===== src/rtl/regfile_wb_arbiter.sv =====
// rtl/regfile_wb_arbiter.sv - register file write-port arbiter: ALU priority, load-return FIFO, bypass and busy flags
module regfile_wb_arbiter #(
    parameter int DEPTH = 4,
    parameter int AW    = 5,
    parameter int DW    = 32
) (
    input  logic                       clk,
    input  logic                       rst_n,
    input  logic                       alu_valid,
    input  logic [AW-1:0]              alu_rd,
    input  logic [DW-1:0]              alu_data,
    input  logic                       ld_valid,
    output logic                       ld_ready,
    input  logic [AW-1:0]              ld_rd,
    input  logic [DW-1:0]              ld_data,
    output logic [AW-1:0]              a3,
    output logic [DW-1:0]              wd3,
    output logic                       we3,
    input  logic [AW-1:0]              rs_addr,
    input  logic [AW-1:0]              rt_addr,
    output logic                       rs_fwd,
    output logic                       rt_fwd,
    output logic [DW-1:0]              rs_fwd_data,
    output logic [DW-1:0]              rt_fwd_data,
    output logic                       rs_busy,
    output logic                       rt_busy,
    output logic [$clog2(DEPTH):0]     fifo_count
);
    localparam int PW = $clog2(DEPTH);
    localparam int CW = PW + 1;

    logic [AW-1:0] rd_q   [DEPTH];
    logic [AW-1:0] rd_d   [DEPTH];
    logic [DW-1:0] data_q [DEPTH];
    logic [DW-1:0] data_d [DEPTH];
    logic [DEPTH-1:0] live_q, live_d;
    logic [CW-1:0] wr_ptr_q, wr_ptr_d, rd_ptr_q, rd_ptr_d, count_q, count_d;
    logic [AW-1:0] a3_q, a3_d;
    logic [DW-1:0] wd3_q, wd3_d;
    logic          we3_q, we3_d;
    logic          push, pop;
    logic [PW-1:0] wr_idx, rd_idx;

    assign wr_idx   = wr_ptr_q[PW-1:0];
    assign rd_idx   = rd_ptr_q[PW-1:0];
    assign ld_ready = (count_q < CW'(DEPTH));
    assign push     = ld_valid && ld_ready;
    assign pop      = !alu_valid && (count_q != '0);

    always_comb begin
        rd_d     = rd_q;
        data_d   = data_q;
        live_d   = live_q;
        wr_ptr_d = wr_ptr_q;
        rd_ptr_d = rd_ptr_q;
        a3_d     = a3_q;
        wd3_d    = wd3_q;
        we3_d    = 1'b0;
        if (alu_valid) begin
            a3_d  = alu_rd;
            wd3_d = alu_data;
            we3_d = (alu_rd != '0);
        end else if (pop) begin
            a3_d  = rd_q[rd_idx];
            wd3_d = data_q[rd_idx];
            we3_d = live_q[rd_idx] && (rd_q[rd_idx] != '0);
            live_d[rd_idx] = 1'b0;
            rd_ptr_d = rd_ptr_q + CW'(1);
        end
        if (push) begin
            rd_d[wr_idx]   = ld_rd;
            data_d[wr_idx] = ld_data;
            live_d[wr_idx] = 1'b1;
            wr_ptr_d = wr_ptr_q + CW'(1);
        end
        // WAW kill runs after the push so a same-edge load counts as older than the ALU write
        if (alu_valid && (alu_rd != '0)) begin
            for (int i = 0; i < DEPTH; i++) begin
                if (rd_d[i] == alu_rd) live_d[i] = 1'b0;
            end
        end
        count_d = count_q + CW'(push) - CW'(pop);
    end

    always_ff @(posedge clk or negedge rst_n) begin
        if (!rst_n) begin
            for (int i = 0; i < DEPTH; i++) begin
                rd_q[i]   <= '0;
                data_q[i] <= '0;
            end
            live_q   <= '0;
            wr_ptr_q <= '0;
            rd_ptr_q <= '0;
            count_q  <= '0;
            a3_q     <= '0;
            wd3_q    <= '0;
            we3_q    <= 1'b0;
        end else begin
            rd_q     <= rd_d;
            data_q   <= data_d;
            live_q   <= live_d;
            wr_ptr_q <= wr_ptr_d;
            rd_ptr_q <= rd_ptr_d;
            count_q  <= count_d;
            a3_q     <= a3_d;
            wd3_q    <= wd3_d;
            we3_q    <= we3_d;
        end
    end

    always_comb begin
        rs_busy = 1'b0;
        rt_busy = 1'b0;
        for (int i = 0; i < DEPTH; i++) begin
            if (live_q[i] && rd_q[i] == rs_addr) rs_busy = 1'b1;
            if (live_q[i] && rd_q[i] == rt_addr) rt_busy = 1'b1;
        end
        if (rs_addr == '0) rs_busy = 1'b0;
        if (rt_addr == '0) rt_busy = 1'b0;
    end

    assign a3          = a3_q;
    assign wd3         = wd3_q;
    assign we3         = we3_q;
    assign rs_fwd      = we3_q && (a3_q == rs_addr) && (rs_addr != '0);
    assign rt_fwd      = we3_q && (a3_q == rt_addr) && (rt_addr != '0);
    assign rs_fwd_data = wd3_q;
    assign rt_fwd_data = wd3_q;
    assign fifo_count  = count_q;
endmodule


===== config.mk =====
export PLATFORM = sky130hd
export DESIGN_NAME = regfile_wb_arbiter
export DESIGN_NICKNAME = d
export VERILOG_FILES = /design/src/rtl/regfile_wb_arbiter.sv
export SDC_FILE = /design/constraint.sdc
export NUM_CORES = 1
export LEC_CHECK = 0
export ABC_CLOCK_PERIOD_IN_PS = 2700
export CAP_MARGIN = 0
export CORE_UTILIZATION = 52
export DETAILED_ROUTE_END_ITERATION = 8
export GPL_ROUTABILITY_DRIVEN = 0
export PLACE_DENSITY = 0.8
export SYNTH_ARGS = -nofsm -noshare
export SYNTH_HDL_FRONTEND = slang
export SYNTH_SLANG_ARGS = --single-unit
export TNS_END_PERCENT = 1

===== constraint.sdc =====
create_clock -name clk -period 2.7 [get_ports clk]
set_input_delay 0.405 -clock clk [delete_from_list [all_inputs] [get_ports clk]]
set_output_delay 0.405 -clock clk [all_outputs]
set_load 0.02 [all_outputs]

# Yosys cells after proc, flatten, opt, wreduce, memory -nomap -nowiden
# Cells that the tools add are included.
dict set report op_classes {
  addsub 4
  n_lt_le_gt_ge 8
  eq_ne 14
  muxes 43
  bitwise 6
  reduce_logical 29
}
# op count
set ops {}
lappend ops {{32-bit two-way mux} 5}
lappend ops {{128-bit bitwise mux} 1}
lappend ops {{5-bit equality test} 14}
lappend ops {{32-bit binary-select mux with 2-bit select} 1}
lappend ops {{32-bit demux with 2-bit select} 1}
lappend ops {{5-bit two-way mux} 5}
lappend ops {{20-bit bitwise mux} 1}
lappend ops {{20-bit two-way mux} 1}
lappend ops {{5-bit nonzero test} 4}
lappend ops {{1-bit logical AND} 19}
lappend ops {{1-bit two-way mux} 19}
lappend ops {{4-bit two-way mux} 4}
lappend ops {{5-bit binary-select mux with 2-bit select} 1}
lappend ops {{5-bit demux with 2-bit select} 1}
lappend ops {{5-bit logical NOT} 2}
lappend ops {{3-bit by 1-bit adder with 3-bit output, second input constant} 2}
lappend ops {{3-bit >= comparator, second input constant} 2}
lappend ops {{2-bit by 3-bit less-than comparator with 1-bit output, second input constant} 2}
lappend ops {{2-bit NOT with 3-bit output} 2}
lappend ops {{4-bit bitwise AND} 1}
lappend ops {{1-bit demux with 2-bit select} 2}
lappend ops {{2-bit by 1-bit >= comparator with 1-bit output, second input constant} 2}
lappend ops {{4-bit NOT} 1}
lappend ops {{4-bit bitwise OR} 1}
lappend ops {{10 further kinds} 10}
dict set report totals {
  register_bits 199
  inputBits 88
  out_inout_bits 110
  word_cells 119
}

# Depth between registers and ports, before layout
dict set report depth {
  word_depth 12
  mapped_depth 10
  depth_no_buf 9
}

# Least setup slack after synthesis
# Ideal clock, no wire load.
dict set report synth_timing {
  kind {flip-flop to flip-flop}
  start {register count_q[2], in the netlist fifo_count[2]}
  end {register count_q[2], in the netlist fifo_count[2]}
  setup_time_ns 0.134
  arrival_ns 2.288
  t_required_ns 2.566
  setup_slack_ns 0.277
  path_stages_with_launch 11
  n_path_buf 1
  synth_period_minus_slack_ns 2.423
  path_cell_list {dfrtp_1 > nor3_1 > nor2_1 > clkbuf_1 > ha_1 > inv_1 > ha_1 > inv_1 > fa_1 > xnor2_1 > xnor2_1}
}
dict set report synth_via {
  elab_chain_cells 4
  word_cells_on_any_way 6
  classes_between {add/sub (2); order compare (1); reduce/logical (3)}
}
# element line
set synth_rtl {}
lappend synth_rtl {{from (decl)} 37} ;# logic [CW-1:0] wr_ptr_q, wr_ptr_d, rd_ptr_q, rd_ptr_d, count_q, count_d;
lappend synth_rtl {{from (signal assigned)} 104} ;# count_q <= count_d;
lappend synth_rtl {{3-bit less-than comparator} 46} ;# assign ld_ready = (count_q < CW'(DEPTH));
lappend synth_rtl {{1-bit logical AND} 47} ;# assign push = ld_valid && ld_ready;
lappend synth_rtl {{3-bit by 1-bit adder with 3-bit output} 82} ;# count_d = count_q + CW'(push) - CW'(pop);
lappend synth_rtl {{3-bit by 1-bit subtractor with 3-bit output *} 82}
lappend synth_rtl {{net count_d[2]} 37}
# Mark *: on every way through the listed nets, which the timed path passes. The rest lies on a longest branch.
# A chain may end at the register's enable or synchronous reset.

# Worst setup path in the final report
dict set report layout_timing {
  start {input port rt_addr[3]}
  end {output port rt_busy}
}
dict set report layout_via {
  elab_chain_cells 7
  word_cells_on_any_way 14
  classes_between {eq/ne (4); mux (5); reduce/logical (5)}
}
# element line
set layout_rtl {}
lappend layout_rtl {{from (decl)} 20} ;# input logic [AW-1:0] rt_addr,
lappend layout_rtl {{5-bit equality test} 116} ;# if (live_q[i] && rd_q[i] == rt_addr) rt_busy = 1'b1;
lappend layout_rtl {{1-bit logical AND} 116}
lappend layout_rtl {{1-bit two-way mux (4 in a row)} 116}
lappend layout_rtl {{1-bit two-way mux *} 119} ;# if (rt_addr == '0) rt_busy = 1'b0;
lappend layout_rtl {{to (decl)} 26} ;# output logic rt_busy,
# Every way passes the cells marked *; elsewhere a longest branch is shown, timed or not.

==> results.sh <==
export IMPL_wl_mm=22.96
export IMPL_avgSynthCellArea_um2=12.97
export IMPL_syn_area_um2=10130
export IMPL_grt_pass1_vias=6832
export IMPL_cp_start_kind="input pin"
export IMPL_wire_per_inst_um=19.13
export IMPL_path_class="input pin to output pin"
export IMPL_drt_antenna_violating_nets=0
export IMPL_synth_cell_types=38
export IMPL_port_buffers=197
export IMPL_final_cell_mix="dfrtp_1 (195), clkdlybuf4s50_1 (190), mux2_2 (145), xor2_1 (46), nand2_1 (44)"
export IMPL_drive_gt1_share_pct=28.30
export IMPL_cp_end_kind="output pin"
export IMPL_powerDensity_nw_per_um2=1227
export IMPL_cts_setup_buffers=0
export IMPL_rr_worst_depth=7
export IMPL_cp_required_ns=2.30
export IMPL_ctsHtreeMaxLevel=4
export IMPL_diodes=0
export IMPL_setup_violations=0
export IMPL_rsz0062_at_grt="no"
export IMPL_syn_inst=781
export IMPL_die_w_um=141.6
export IMPL_start_util_pct=53.62
export IMPL_fin_worst_skew_ns=0.006703
export IMPL_ys_flop_type="dfrtp_1"
export IMPL_fin_crit_sh_pct=96.21
export IMPL_die_h_um=141.6
export IMPL_dr_total_vias=6634
export IMPL_rows=50
export IMPL_worstMarginPinSlew_ns=0.5119
export IMPL_synth_compound_area_share_pct=3.866
export IMPL_relSlewSlack_pct=65.88
export IMPL_status="finished, final reports clean"
export IMPL_fmax_ghz=0.3850
export IMPL_async_reset_ff_share_pct=100.0
export IMPL_fin_util_pct=67.76
export IMPL_areaGrowthSynthToFinish_pct=26.37
export IMPL_grt_ovfl_total=0
export IMPL_core_um2=18890
export IMPL_gr_usage_all_layers_pct=24.29
export IMPL_clk_pin_slew_ns=0.07
export IMPL_synth_xor_area_share_pct=6.571
export IMPL_path_max_fanout=3
export IMPL_drc=0
export IMPL_synthesis_nets=880
export IMPL_fin_crit_ns=2.598
export IMPL_synthSimpleGateAreaFrac_pct=4.051
export IMPL_whs_ns=0.4907
export IMPL_numCtsBuffers=17
export IMPL_final_common_cell="dfrtp_1"
export IMPL_peakVddDrop_uv=611.0
export IMPL_yosys_area_share_adder_pct=1.433
export IMPL_p_leak_nw=5.465
export IMPL_die_area_um2=20040
export IMPL_synth_top_family_by_area="multiplexers"
export IMPL_io_pins=198
export IMPL_worstPathArrival_ns=2.19
export IMPL_grt_pass1_wl_mm=37.00
export IMPL_yosys_register_bits=197
export IMPL_cts_tree="built"
export IMPL_synthMuxAreaShare_pct=27.84
export IMPL_cts_root_buf="clkbuf_16"
export IMPL_cap_violations=0
export IMPL_insertion_delay_ns=0.43
export IMPL_dp_hpwl_mm=15.97
export IMPL_drv_slew=0
export IMPL_ys_seq_area_share_pct=48.67
export IMPL_grt_max_degree=59
export IMPL_synth_edf_count=0
export IMPL_ys_warn_count=0
export IMPL_clockBufferDepth=2
export IMPL_drt_iter0_markers=396
export IMPL_antenna_found_initial=0
export IMPL_hp_class="input pin to async pin"
export IMPL_drtPass1Iterations=7
export IMPL_hold_viol_final=0
export IMPL_cts_num_sinks=197
export IMPL_drt_vias_per_instance=5.528
export IMPL_final_nets=1027
## logic make-up after synthesis
logic type                 Yosys count
buffers and inverters              133
muxes                              215
DFF                                197
xor gates and xnor gates            76
adders and majority gates           11
and+or+nand+nor                     84
AOI/OAI and AO/OA                   65
## worst max-delay path, cell delays in order
cell and delay [ns]:
clkdlybuf4s50_1 0.47, buf_4 0.17, xor2_1 0.13, nor4_1 0.33, a31oi_1 0.14, a31oi_1 0.17
dlygate4sd2_1 0.36
## cells in the mapped netlist (8+ instances only)
| cell type | count | area share (%) |
|---|---|---|
| a31oi_1 | 8 | 0.49 |
| buf_1 | 8 | 0.30 |
| buf_2 | 16 | 0.79 |
| buf_4 | 64 | 4.7 |
| clkbuf_1 | 26 | 0.96 |
| dfrtp_1 | 197 | 49 |
| ha_1 | 10 | 1.2 |
| inv_1 | 18 | 0.67 |
| mux2_2 | 145 | 16 |
| mux2i_1 | 32 | 3.2 |
| mux4_2 | 35 | 7.8 |
| nand2_1 | 46 | 1.7 |
| nor4_1 | 12 | 0.74 |
| o21ai_0 | 39 | 1.9 |
| xnor2_1 | 30 | 2.6 |
| xor2_1 | 46 | 4.0 |
## final cells by class
cell class / count / area, um2
Fill cell: 1381 / 6092
Sequential cell: 197 / 4932
Multi-Input combinational cell: 451 / 4447
Timing Repair Buffer: 243 / 2396
Clock buffer: 18 / 439.2
Tap cell: 260 / 325.3
Clock inverter: 13 / 193.9
Inverter: 18 / 67.56
## power by group
| part | total (mW) | leakage [nW] | switching (mW) | internal, mW |
|---|---|---|---|---|
| Combinational | 7.26 | 2.79 | 3.15 | 4.11 |
| Clock | 2.72 | 0.302 | 1.14 | 1.59 |
| Sequential | 5.73 | 2.37 | 1.28 | 4.45 |
## timing repair
item                                    4_1_cts  5_1_grt
gates resized for setup                       5        3
hold buffers                                  1        0
endpoints found under the hold margin        54        0
endpoints found under the setup margin        4        1
pin swaps                                     0        0
## through the flow
step	setup slack [ns]	total power [mW]	area [um2]	std cells	setup TNS (ns)
floorplan	0.2772	10.72	10130	781	0
global placement	-0.1877	12.81	12170	1168	-0.4101
detailed placement	-0.2223	13.04	12170	1168	-0.4811
CTS	0.1116	15.81	12800	1200	0
global route	0.03184	16.61	12800	1200	0
finish	0.1024	15.71	12800	1200	0
## routing by layer
layer	wire, um	track usage [%]
met3	1316	4.016
met2	11370	40.91
met5	0	0
met4	460	7.980
met1	9809	32.16
## registers in the layout, summed over array words and instances (netlist names)
| register | cells |
|---|---|
| live_q | 4 |
| data_q | 128 |
| rd_q | 20 |
| fifo_count | 3 |
| wr_ptr_q | 2 |
| we3 | 1 |
| rs_fwd_data | 32 |
| a3 | 5 |
| rd_ptr_q | 2 |
## final timing paths
path | from | slack, ns | to
max | rt_addr[3] | 0.10 | rt_busy
min | rst_n | 0.49 | rs_fwd_data[18]$_DFFE_PN0P_
max reg2reg | wr_ptr_q[0]$_DFFE_PN0N_ | 0.59 | live_q[0]$_DFF_PN0_
min reg2reg | data_q[56]$_DFFE_PN0P_ | 0.50 | data_q[56]$_DFFE_PN0P_
max in group asynchronous | rst_n | 1.47 | data_q[58]$_DFFE_PN0P_
min in group clk | data_q[56]$_DFFE_PN0P_ | 0.50 | data_q[56]$_DFFE_PN0P_
Power figures use the tool's default switching activity.
==> RTL edit (same flow settings) <==
The parameter `DEPTH` goes from 4 to 16.
--- a/src/rtl/regfile_wb_arbiter.sv
+++ b/src/rtl/regfile_wb_arbiter.sv
@@ -2,3 +2,3 @@
 module regfile_wb_arbiter #(
-    parameter int DEPTH = 4,
+    parameter int DEPTH = 16,
     parameter int AW    = 5,
Ports: changed (resized fifo_count); port bits go from 198 to 200. No check against the original RTL was run, so the function may have changed too.
==> RTL edit against the original RTL <==
The run now ends with negative setup slack left; worst hold slack lost 0.20 ns; area after synthesis rose to 3.3 times the old value; setup slack got worse by 0.11 ns; non-clock buffer count is 115 higher; cell area increased to 3.1 times the old value; utilization shrank 5.3 points; routed wire length grew to 3.8 times the old value; power rose to 3.0 times the old value; sequential cell count grew 462; critical path type is now reg -> out; largest power group unchanged; highest routed layer is now met5.
==> RTL edit: results (changes against the original RTL) <==
| Metric | Value |
|---|---|
| Top_reg_cell synth | `dfrtp_1 (unchanged)` |
| Synth Instances | `2306 (was 781)` |
| Ranking of synthesized cells by area | `dfrtp_1 50%, mux2_2 19%, mux4_2 13% (was dfrtp_1 49%, mux2_2 16%, mux4_2 7.8%)` |
| Number of H-tree levels | `3 (was 4)` |
| Setup-failing EPs final | `1 (was 0)` |
| Placed cell area | `36200 sq um (was 12200 sq um)` |
| Critical path fanouts, max | `4 (was 3)` |
| CP Data Arrival Time | `2.30 ns (was 2.19 ns)` |
| CP top delay family | `simple AND/OR/NAND/NOR gates (was buffers and inverters)` |
| Slowest cell on the critical path | `dfrtp_1 (was clkdlybuf4s50_1)` |
| Ys async rst share | `100% (unchanged)` |
| Clock buffer depth | `3 (was 2)` |
| Post-detail-place hpwl | `54000 microns (was 16000 microns)` |
| Pre-CTS setup slack | `-0.419 ns (was -0.222 ns)` |
| Avg WL per Cell | `25.9 microns (was 19.1 microns)` |
| Total track usage | `27.3% (was 24.3%)` |
| CTS root buffer | `clkbuf_16 (unchanged)` |
| Sequential share of the synthesized area | `49.9% (was 48.7%)` |
| DR iter-0 viols | `1991 (was 396)` |
| Port bufs | `199 (was 197)` |
| First-pass GRT wire length | `132000 microns (was 37000 microns)` |
| Cell variety after synth | `38 (unchanged)` |
| HP Class | `in -> async (unchanged)` |
| Drt pass-1 iters | `6 (was 7)` |
| Nets | `2582 (was 1027)` |
| Slowest stage delay, CP | `0.44 ns (was 0.47 ns)` |
| Worst Max-Slew Pin Slew | `0.876 ns (was 0.512 ns)` |
| Failing checks | `negative setup slack` |
| Fin Clk Skew | `0.0212 ns (was 0.00670 ns)` |
| Routed wire length | `87500 microns (was 23000 microns)` |
| Max reg flops | `512 (was 128)` |
| Drt via density | `6.13 (was 5.53)` |
| Most frequent cells after synthesis | `659 x dfrtp_1, 572 x mux2_2, 197 x xor2_1 (was 197 x dfrtp_1, 145 x mux2_2, 64 x buf_4)` |
| Grt met3 use | `5.36% (was 4.02%)` |
| GR met2 Demand/Resource | `44.2% (was 40.9%)` |
| Leak Pwr | `17.3 nW (was 5.46 nW)` |
| Status | `complete, but fails checks (was completed)` |
| Clock Latency Late Sink | `0.60 ns (was 0.43 ns)` |
| Peak VDD IR | `0.749 mV (was 0.611 mV)` |
| R2R cell count | `9 (was 7)` |
| Largest net degree at the start of global routing | `143 (was 59)` |
| Vias in the first global route | `21900 (was 6832)` |
| Syn Nets | `2409 (was 880)` |
| Reg clk slew, reported paths | `0.06 ns` |
| Yosys warns | `0 (unchanged)` |
| M1 GR Usage | `35.8% (was 32.2%)` |
| DP Cell Count | `3212 (was 1168)` |
| TritonCTS Buffers | `71 (was 17)` |
| Share of cells above drive strength 1 | `43.1% (was 28.3%)` |
| Top reg by flops | `data_q (unchanged)` |
| Fin worst setup slack | `-0.00551 ns (was 0.102 ns)` |
| Initial antenna violation count | `4 (was 0)` |
## RTL edit: changes by cell type after synthesis, moves of 20 or more
| cell | delta |
|---|---|
| nor4_1 | +40 |
| clkbuf_1 | +56 |
| o21ai_0 | -38 |
| dfrtp_1 | +462 |
| mux2_1 | +20 |
| mux4_2 | +150 |
| buf_2 | +43 |
| nand3_1 | +48 |
| nor2_1 | +22 |
| o21ai_1 | +36 |
| xor2_1 | +151 |
| mux2_2 | +427 |
| xnor2_1 | +33 |
| buf_1 | +36 |
## RTL edit: timing repair
action	4_1_cts	5_1_grt
buffers inserted	0	33
pin swaps	0	36
gates cloned	0	7
resized for setup	12	56
hold buffers	1	0
setup endpoints to repair	4	3
endpoints found under the hold margin	56	0
## RTL edit: metrics by stage
stage	TNS [ns]	utilization [%]
floorplan	0	-
global placement	-1.12	57.5
CTS	-0.209	61.5
global route	-0.201	62.4
finish	-0.00551	62.4
detailed placement	-1.53	57.5
## RTL edit: cell families (layout without fill, tap and decap cells)
group	Yosys count	after routing	share of synthesized area [%]
AND/OR/NAND/NOR	203	203	3.13
flip-flops	659	659	49.9
buffers and inverters	272	500	4.23
multiplexers	811	811	33.8
XOR/XNOR	260	260	6.88
other	0	1	0
adder cells (fa/ha/maj)	15	15	0.590
AO/OA/AOI/OAI	86	86	1.52
## RTL edit: final timing paths
check / from / end / slack [ns]
worst max-delay path: rd_q[65]$_DFF_PN0_ / rt_busy / -0.006
worst min-delay path: rst_n / rd_q[10]$_DFF_PN0_ / 0.29
worst max register to register: wr_ptr_q[0]$_DFFE_PN0P_ / live_q[6]$_DFF_PN0_ / 0.13
worst min register to register: data_q[434]$_DFFE_PN0P_ / data_q[434]$_DFFE_PN0P_ / 0.50
max in group asynchronous: rst_n / data_q[146]$_DFFE_PN0P_ / 1.35
min in group clk: alu_valid / rs_fwd_data[14]$_DFFE_PN0P_ / 0.33
## RTL edit: layout make-up
class,count,area [sq um]
fill,4456,23700
sequential,659,16500
multi-input combinational,1375,15400
timing repair buffer,358,3750
clock buffer,111,2170
tap,846,1060
clock inverter,17,313
inverter,14,52.6
antenna,1,2.50
## RTL edit: layer usage
metal / vias up / part of all wire (%)
met5: - / 0.051
met4: 6 / 4.5
met3: 274 / 7.2
met2: 902 / 48
met1: 10900 / 40
li1: 8694 / -
## RTL edit: power by group
group	total [W]	internal [W]	leakage (nW)	switching, W
sequential	0.0178	0.0143	8.44	0.00347
combinational	0.0192	0.0109	7.63	0.00833
clock	0.0103	0.00630	1.21	0.00396
total	0.0473	0.0315	17.3	0.0158
